## config.mk

```make
export PLATFORM = sky130hd
export DESIGN_NAME = spi_ram_ctrl
export DESIGN_NICKNAME = d
export VERILOG_FILES = /design/src/rtl/spi_ram_ctrl.sv
export SDC_FILE = /design/constraint.sdc
export NUM_CORES = 2
export LEC_CHECK = 0
export CAP_MARGIN = 20
export CORE_MARGIN = 3
export CORE_UTILIZATION = 41
export DETAILED_ROUTE_END_ITERATION = 8
export PLACE_DENSITY = 0.54
export SYNTH_ARGS = -nofsm -noshare
export SYNTH_HDL_FRONTEND = slang
export SYNTH_SLANG_ARGS = --single-unit
```

## constraint.sdc

```tcl
create_clock -name clk -period 5.3 [get_ports clk]
set_input_delay 1.06 -clock clk [delete_from_list [all_inputs] [get_ports clk]]
set_output_delay 1.06 -clock clk [all_outputs]
set_load 0.005 [all_outputs]
```

## src/rtl/spi_ram_ctrl.sv

```systemverilog
// spi_ram_ctrl: command-decoding single-port RAM behind an SPI slave.
// Decodes 10-bit command words from the slave and services write/read
// address and data commands. Each accepted read holds its byte on tx_data
// for a TX_HOLD-cycle tx_valid window so the slave can shift it onto MISO.
//
// Ports:
//   clk       in   1   clock, rising-edge
//   rst       in   1   asynchronous reset, active-high
//   rx_valid  in   1   rx_data carries a command word this cycle
//   rx_data   in   10  [9:8] command, [7:0] address/data payload
//   tx_data   out  8   captured read byte, stable across the tx_valid window
//   tx_valid  out  1   high for TX_HOLD consecutive cycles per accepted read
module spi_ram_ctrl #(
    parameter int unsigned MEM_DEPTH = 256,
    parameter int unsigned ADDR_SIZE = 8,
    parameter int unsigned TX_HOLD   = 8,
    parameter int unsigned AUTO_INC  = 0
) (
    input  logic       clk,
    input  logic       rst,
    input  logic       rx_valid,
    input  logic [9:0] rx_data,
    output logic [7:0] tx_data,
    output logic       tx_valid
);

    localparam int unsigned CNT_W = (TX_HOLD > 1) ? $clog2(TX_HOLD) : 1;
    localparam int unsigned AW1   = ADDR_SIZE + 1;

    localparam logic [1:0] CMD_WR_ADDR = 2'b00;
    localparam logic [1:0] CMD_WR_DATA = 2'b01;
    localparam logic [1:0] CMD_RD_ADDR = 2'b10;
    localparam logic [1:0] CMD_RD_DATA = 2'b11;

    typedef enum logic [0:0] {
        ST_IDLE  = 1'b0,
        ST_TXING = 1'b1
    } state_t;

    state_t               state_q,    state_d;
    logic [ADDR_SIZE-1:0] wr_addr_q,  wr_addr_d;
    logic [ADDR_SIZE-1:0] rd_addr_q,  rd_addr_d;
    logic [CNT_W-1:0]     hold_cnt_q, hold_cnt_d;
    logic [7:0]           tx_data_q,  tx_data_d;
    logic                 tx_valid_q, tx_valid_d;

    logic [7:0] mem [MEM_DEPTH];

    logic       mem_we_c;
    logic       wr_in_range_c;
    logic       rd_in_range_c;
    logic       rd_accept_c;
    logic [7:0] rd_byte_c;

    // Post-increment with wrap at the top of the populated address range.
    function automatic logic [ADDR_SIZE-1:0] next_addr(input logic [ADDR_SIZE-1:0] a);
        if (AW1'(a) == AW1'(MEM_DEPTH - 1)) begin
            return '0;
        end
        return a + ADDR_SIZE'(1);
    endfunction

    // Addresses beyond MEM_DEPTH have no storage behind them.
    always_comb begin
        wr_in_range_c = (AW1'(wr_addr_q) < AW1'(MEM_DEPTH));
        rd_in_range_c = (AW1'(rd_addr_q) < AW1'(MEM_DEPTH));
        rd_byte_c     = rd_in_range_c ? mem[rd_addr_q] : 8'h00;
    end

    // Command decode and transmit-window state machine.
    always_comb begin
        state_d     = state_q;
        wr_addr_d   = wr_addr_q;
        rd_addr_d   = rd_addr_q;
        hold_cnt_d  = hold_cnt_q;
        tx_data_d   = tx_data_q;
        mem_we_c    = 1'b0;
        rd_accept_c = 1'b0;

        if (rx_valid) begin
            unique case (rx_data[9:8])
                CMD_WR_ADDR: begin
                    wr_addr_d = rx_data[ADDR_SIZE-1:0];
                end
                CMD_WR_DATA: begin
                    mem_we_c = wr_in_range_c;
                    if (AUTO_INC != 0) begin
                        wr_addr_d = next_addr(wr_addr_q);
                    end
                end
                CMD_RD_ADDR: begin
                    rd_addr_d = rx_data[ADDR_SIZE-1:0];
                end
                CMD_RD_DATA: begin
                    // A read arriving mid-window is dropped without side effects.
                    if (state_q == ST_IDLE) begin
                        rd_accept_c = 1'b1;
                        tx_data_d   = rd_byte_c;
                        if (AUTO_INC != 0) begin
                            rd_addr_d = next_addr(rd_addr_q);
                        end
                    end
                end
                default: ;
            endcase
        end

        unique case (state_q)
            ST_IDLE: begin
                if (rd_accept_c) begin
                    state_d    = ST_TXING;
                    hold_cnt_d = CNT_W'(TX_HOLD - 1);
                end
            end
            ST_TXING: begin
                if (hold_cnt_q == '0) begin
                    state_d = ST_IDLE;
                end else begin
                    hold_cnt_d = hold_cnt_q - CNT_W'(1);
                end
            end
            default: begin
                state_d = ST_IDLE;
            end
        endcase

        tx_valid_d = (state_d == ST_TXING);
    end

    // Control state; memory is deliberately left out of reset.
    always_ff @(posedge clk or posedge rst) begin
        if (rst) begin
            state_q    <= ST_IDLE;
            wr_addr_q  <= '0;
            rd_addr_q  <= '0;
            hold_cnt_q <= '0;
            tx_data_q  <= '0;
            tx_valid_q <= 1'b0;
        end else begin
            state_q    <= state_d;
            wr_addr_q  <= wr_addr_d;
            rd_addr_q  <= rd_addr_d;
            hold_cnt_q <= hold_cnt_d;
            tx_data_q  <= tx_data_d;
            tx_valid_q <= tx_valid_d;
        end
    end

    // Storage array, written at the command edge.
    always_ff @(posedge clk) begin
        if (mem_we_c) begin
            mem[wr_addr_q] <= rx_data[7:0];
        end
    end

    assign tx_data  = tx_data_q;
    assign tx_valid = tx_valid_q;

endmodule

```

Yosys cells after proc, flatten, opt, wreduce, memory -nomap -nowiden
Memory sizes are Yosys's and may differ from the RTL's. A register that Yosys moved wholly into a read port is not among the register bits.
Cells that the tools add are included.
- mux-type cells: 13
- $lt $le $gt $ge: 0
- add/sub/neg operators: 1
- bitwise operators: 1
- equal/unequal tests: 5
- shift operators: 0
- reductions and logical operators: 6
- multiply operators: 0
- divide/modulo/power cells: 0
- operator list (cell ; count):
    1-bit 2-to-1 mux ; 9
    3-bit 2-to-1 mux ; 2
    3-bit case mux with 2 select lines ; 1
    2-bit AND reduction ; 3
    2-bit == test (second input constant) ; 2
    2-bit != test (second input constant) ; 2
    3-bit logical NOT ; 1
    3-bit AND reduction ; 1
    3-bit by 1-bit subtractor with 3-bit output (second input constant) ; 1
    2-bit by 1-bit == test with 1-bit output (second input constant) ; 1
    2-bit logical NOT ; 1
    1-bit case mux with 2 select lines ; 1
    1-bit inverter ; 1
- memories kept: 1
- word-level logic and storage cells: 31
- RAM bits: 2048
- bits of input ports: 13
- memory bits (read-only): 0
- output and inout bits: 9
- latch bits: 0
- register bits after elaboration: 20
- memory list (name ; depth ; bits a word ; rd ports ; clocked after Yosys merged registers in ; wr ports ; line ; source):
    mem ; 256 ; 8 ; 1 ; 1 ; 1 ; 47 ; logic [7:0] mem [MEM_DEPTH];

Depth between registers and ports, before layout
- depth in word-level cells: 5
- gate-level depth with buffers: 13
- gate-level depth less buffers: 7

Worst setup path after synthesis
Ideal clock, no wire load.
- path type: input -> register
- start point: input rx_data[9]
- end point: memory mem[160][0], enable pin
- stages on the path: 6
- arrival: 2545 ps
- slack: 2384 ps
- required time: 4930 ps
- path buffers: 2
- cells stage by stage: clkbuf_1 -> nor2_1 -> and2_1 -> nand2_1 -> clkbuf_1 -> nor2_1
- cells in the longest elaborated chain, start to end: 5
- RTL lines (item ; line ; source):
    from (decl) ; 22 ; input logic [9:0] rx_data,
    2-bit by 1-bit == test with 1-bit output ; 81 ; unique case (rx_data[9:8])
    1-bit 2-to-1 mux ; 81 ;
    1-bit 2-to-1 mux ; 80 ; if (rx_valid) begin
    1-bit 2-to-1 mux ; 151 ; if (mem_we_c) begin
    1-bit 2-to-1 mux (implied by the code) ; 152 ; mem[wr_addr_q] <= rx_data[7:0];
    to (decl) ; 47 ;
No other way between the ends.

==> results.yml <==
global_routing:
  grt_pass1_wl_um: 314000
  grtUsageTotal_pct: 21.6
  grt_overflow_total: 0
  grt_pass1_vias: 41000
  antenna_found_initial: 8
  grt_start_max_net_pins: 120
worst_setup_path:
  critical_path.max_stage_delay_ps: 1040
  cp_top_family: "compound AO/OA/AOI/OAI gates"
  cp.buffers_inverters: 1
  crit_slowest_cell: "dfrtp_4"
  start_kind: "flop"
  end_kind: "flop"
  crit_type: "flop to flop"
  cp_data_required_time_ps: 6010
  crit_chain: "buf_4 > mux4_1 > nand2_1 > nand2_1 > a2111oi_0 > a2111oi_0 > o21a_1 > a221o_1"
  crit_arrival_ps: 5000
  critPathMaxFanout: 28
sta:
  finClkSkew_ps: 34.4
  finalCritPeriodShare_pct: 81.0
  drv_slew: 0
  fmax_ghz: 0.233
  setup_viol: 0
  tightest_slew_ps: 1130
  fin_crit_ps: 4290
  timing.setup.tns_ps: 0
  finalHoldViolCount: 0
  rsz0062_at_grt: "false"
  slew_headroom_pct: 23.0
power:
  swShare_pct: 25.4
  seq_power_share_pct: 48.9
  p_clk_share_pct: 37.5
  p_leak_nw: 28.7
  intPower_mw: 28.0
  powerDensity_nw_per_um2: 412
  power_mw: 37.6
  combinationalPowerShare_pct: 13.6
  switching_power_mw: 9.56
  peakVddDrop_mv: 0.281
cells_and_area:
  nets: 4236
  ff_latch_area_sq_um: 62200
  fin_cells: 7019
  layout_common_cells: "2,048 x edfxtp_1, 337 x mux4_2, 319 x mux2i_1"
  final_common_cell: "edfxtp_1"
  multi_input_area_sq_um: 17400
  design_area_sq_um: 91300
  n_fill_cell: 16400
  drive_gt1_share_pct: 19.3
  area_growth_pct: 12.3
drt:
  ant_nets: 0
  drt_iter0_drc: 4190
  first_pass_iters: 5
  avgRoutedWirePerCell_um: 31.4
  remaining_drc_errors: 0
  num_vias: 40700
  wirelength_um: 221000
  via_per_inst: 5.79
clocking:
  cts_setup_buffers: 0
  cts_tree: "yes"
  cts-root-buf: "clkbuf_16"
  cts_resized: 0
  cts_hold_buffers: 0
  htreeDepth: 4
  clock_path_buffers: 3
  clk_pin_slew_ps: 70
  clk_latency_ps: 830
  clock_sinks: 2076
  cts_buffers: 205
synthesis:
  synth_seq_cells: 2076
  synth_area_leader_cell: "edfxtp_1"
  syn_nets: 4083
  synth.area.top_cells: "edfxtp_1 76%, mux4_2 9.3%, mux2i_1 3.9%"
  synth_area_sq_um: 81300
  yosysSeqAreaShare_pct: 76.5
  ys.flop_type: "edfxtp_1"
  synth_edf_count: 2048
  synth_cell_types: 75
  synth_top_area_share_pct: 75.6
  postSynthAreaPerCell_sq_um: 20.0
  synthArstFlopShare_pct: 1.35
  syn-instance-count: 4068
  yosysWarnings: 0
run_status:
  status: "completed"
place:
  port_buffers: 21
  postPlaceCellArea_sq_um: 84800
  place_inst: 6634
  dpl.hpwl_um: 138000
  place_congestion: 0.839
die:
  fp.dieW_um: 451
  fp.coreArea_sq_um: 196000
  initial_core_util_pct: 41.5
  num_rows: 162
  pin_count: 22
  dieArea_sq_um: 204000
  die_y_um: 451
worst_hold_path:
  hp-class: "flop to flop"
run:
  drv_cap: 0
==> worst paths after layout <==
check,from,to,slack (ps),depth (start not counted)
worst max-delay path,rd_addr_q[0],tx_data[4],1010,8
worst min-delay path,hold_cnt_q[1],hold_cnt_q[1],540,2
worst max register to register,rd_addr_q[0],tx_data[4],1010,8
max in group asynchronous,rst,rd_addr_q[1],4250,3
worst min register to register,hold_cnt_q[1],hold_cnt_q[1],540,2
min in group asynchronous,rst,tx_valid,660,3
==> metrics by stage <==
step	hold WS [ps]	util (%)	setup slack [ps]
floorplan	480	-	2380
global placement	506	43.2	794
detailed placement	516	43.3	863
CTS	535	46.6	895
global route	571	46.6	959
finish	537	46.6	1010
==> cells in the mapped netlist, types with 7 or more instances <==
cell,instances
buf_8,21
mux2i_1,319
o21ai_0,39
a31oi_1,8
buf_6,30
o221ai_1,52
nor2b_1,15
mux4_2,337
a22oi_1,37
a21oi_1,57
nand4_1,7
buf_2,49
a211o_1,7
nand3_1,37
nor2_1,289
dfrtp_1,28
nor3_1,18
nor4_1,14
inv_1,7
a211oi_1,45
buf_1,7
mux2_2,25
a221oi_1,16
nand2_1,158
nand3b_1,7
o22ai_1,99
mux4_1,23
clkbuf_1,89
a2111oi_0,28
buf_4,39
edfxtp_1,2048
and2_1,11
or3_1,13
==> layout make-up <==
type	count	share of cell area, %
diodes	4	0.0110
clock buffers	255	5.94
clock inverters	122	1.15
inverters	8	0.0356
multi-input cells	1737	19.0
flip-flops and latches	2076	68.1
well taps	2624	3.60
repair buffers	193	2.09
==> worst reg2reg max path, delay by kind of cell, from the launching register on <==
kind | cells | cell delay [ps]
DFF | 1 | 1040
muxes | 1 | 630
AOI/OAI and AO/OA | 4 | 1710
buffers and inverters | 1 | 590
and+or+nand+nor | 2 | 220
==> sequential cells by signal, indices dropped and copies added, names as in the netlist <==
| name | cells |
|---|---|
| tx_valid | 1 |
| wr_addr_q | 8 |
| mem | 2048 |
| rd_addr_q | 8 |
| tx_data | 8 |
| hold_cnt_q | 3 |
==> power groups by stage <==
stage               combinational, mW  clock, mW  sequential [mW]
finish                           5.10       14.1             18.4
global route                     5.36       15.0             18.4
CTS                              5.13       14.4             18.4
detailed placement               5.12          0             18.7
global placement                 5.12          0             18.7
floorplan                        3.21          0             18.5
==> metal layers <==
metal	GRT usage [%]	share of wire [%]	wire, um	vias to the layer above
met5	0	0.0045	10	-
met1	30.0	42	92400	21600
met4	7.31	3.5	7620	2
met3	4.51	7.1	15600	325
li1	-	-	-	17100
met2	34.1	48	105000	1626
==> cell families after synthesis <==
logic type / Yosys count / share of synthesized area, %
AO/OA/AOI/OAI: 432 / 3.74
buffers and inverters: 255 / 2.14
adder cells (fa/ha/maj): 2 / 0.0308
flip-flops: 2076 / 76.5
multiplexers: 704 / 14.4
AND/OR/NAND/NOR: 599 / 3.22
No activity file was read; power rests on OpenSTA's default activity.
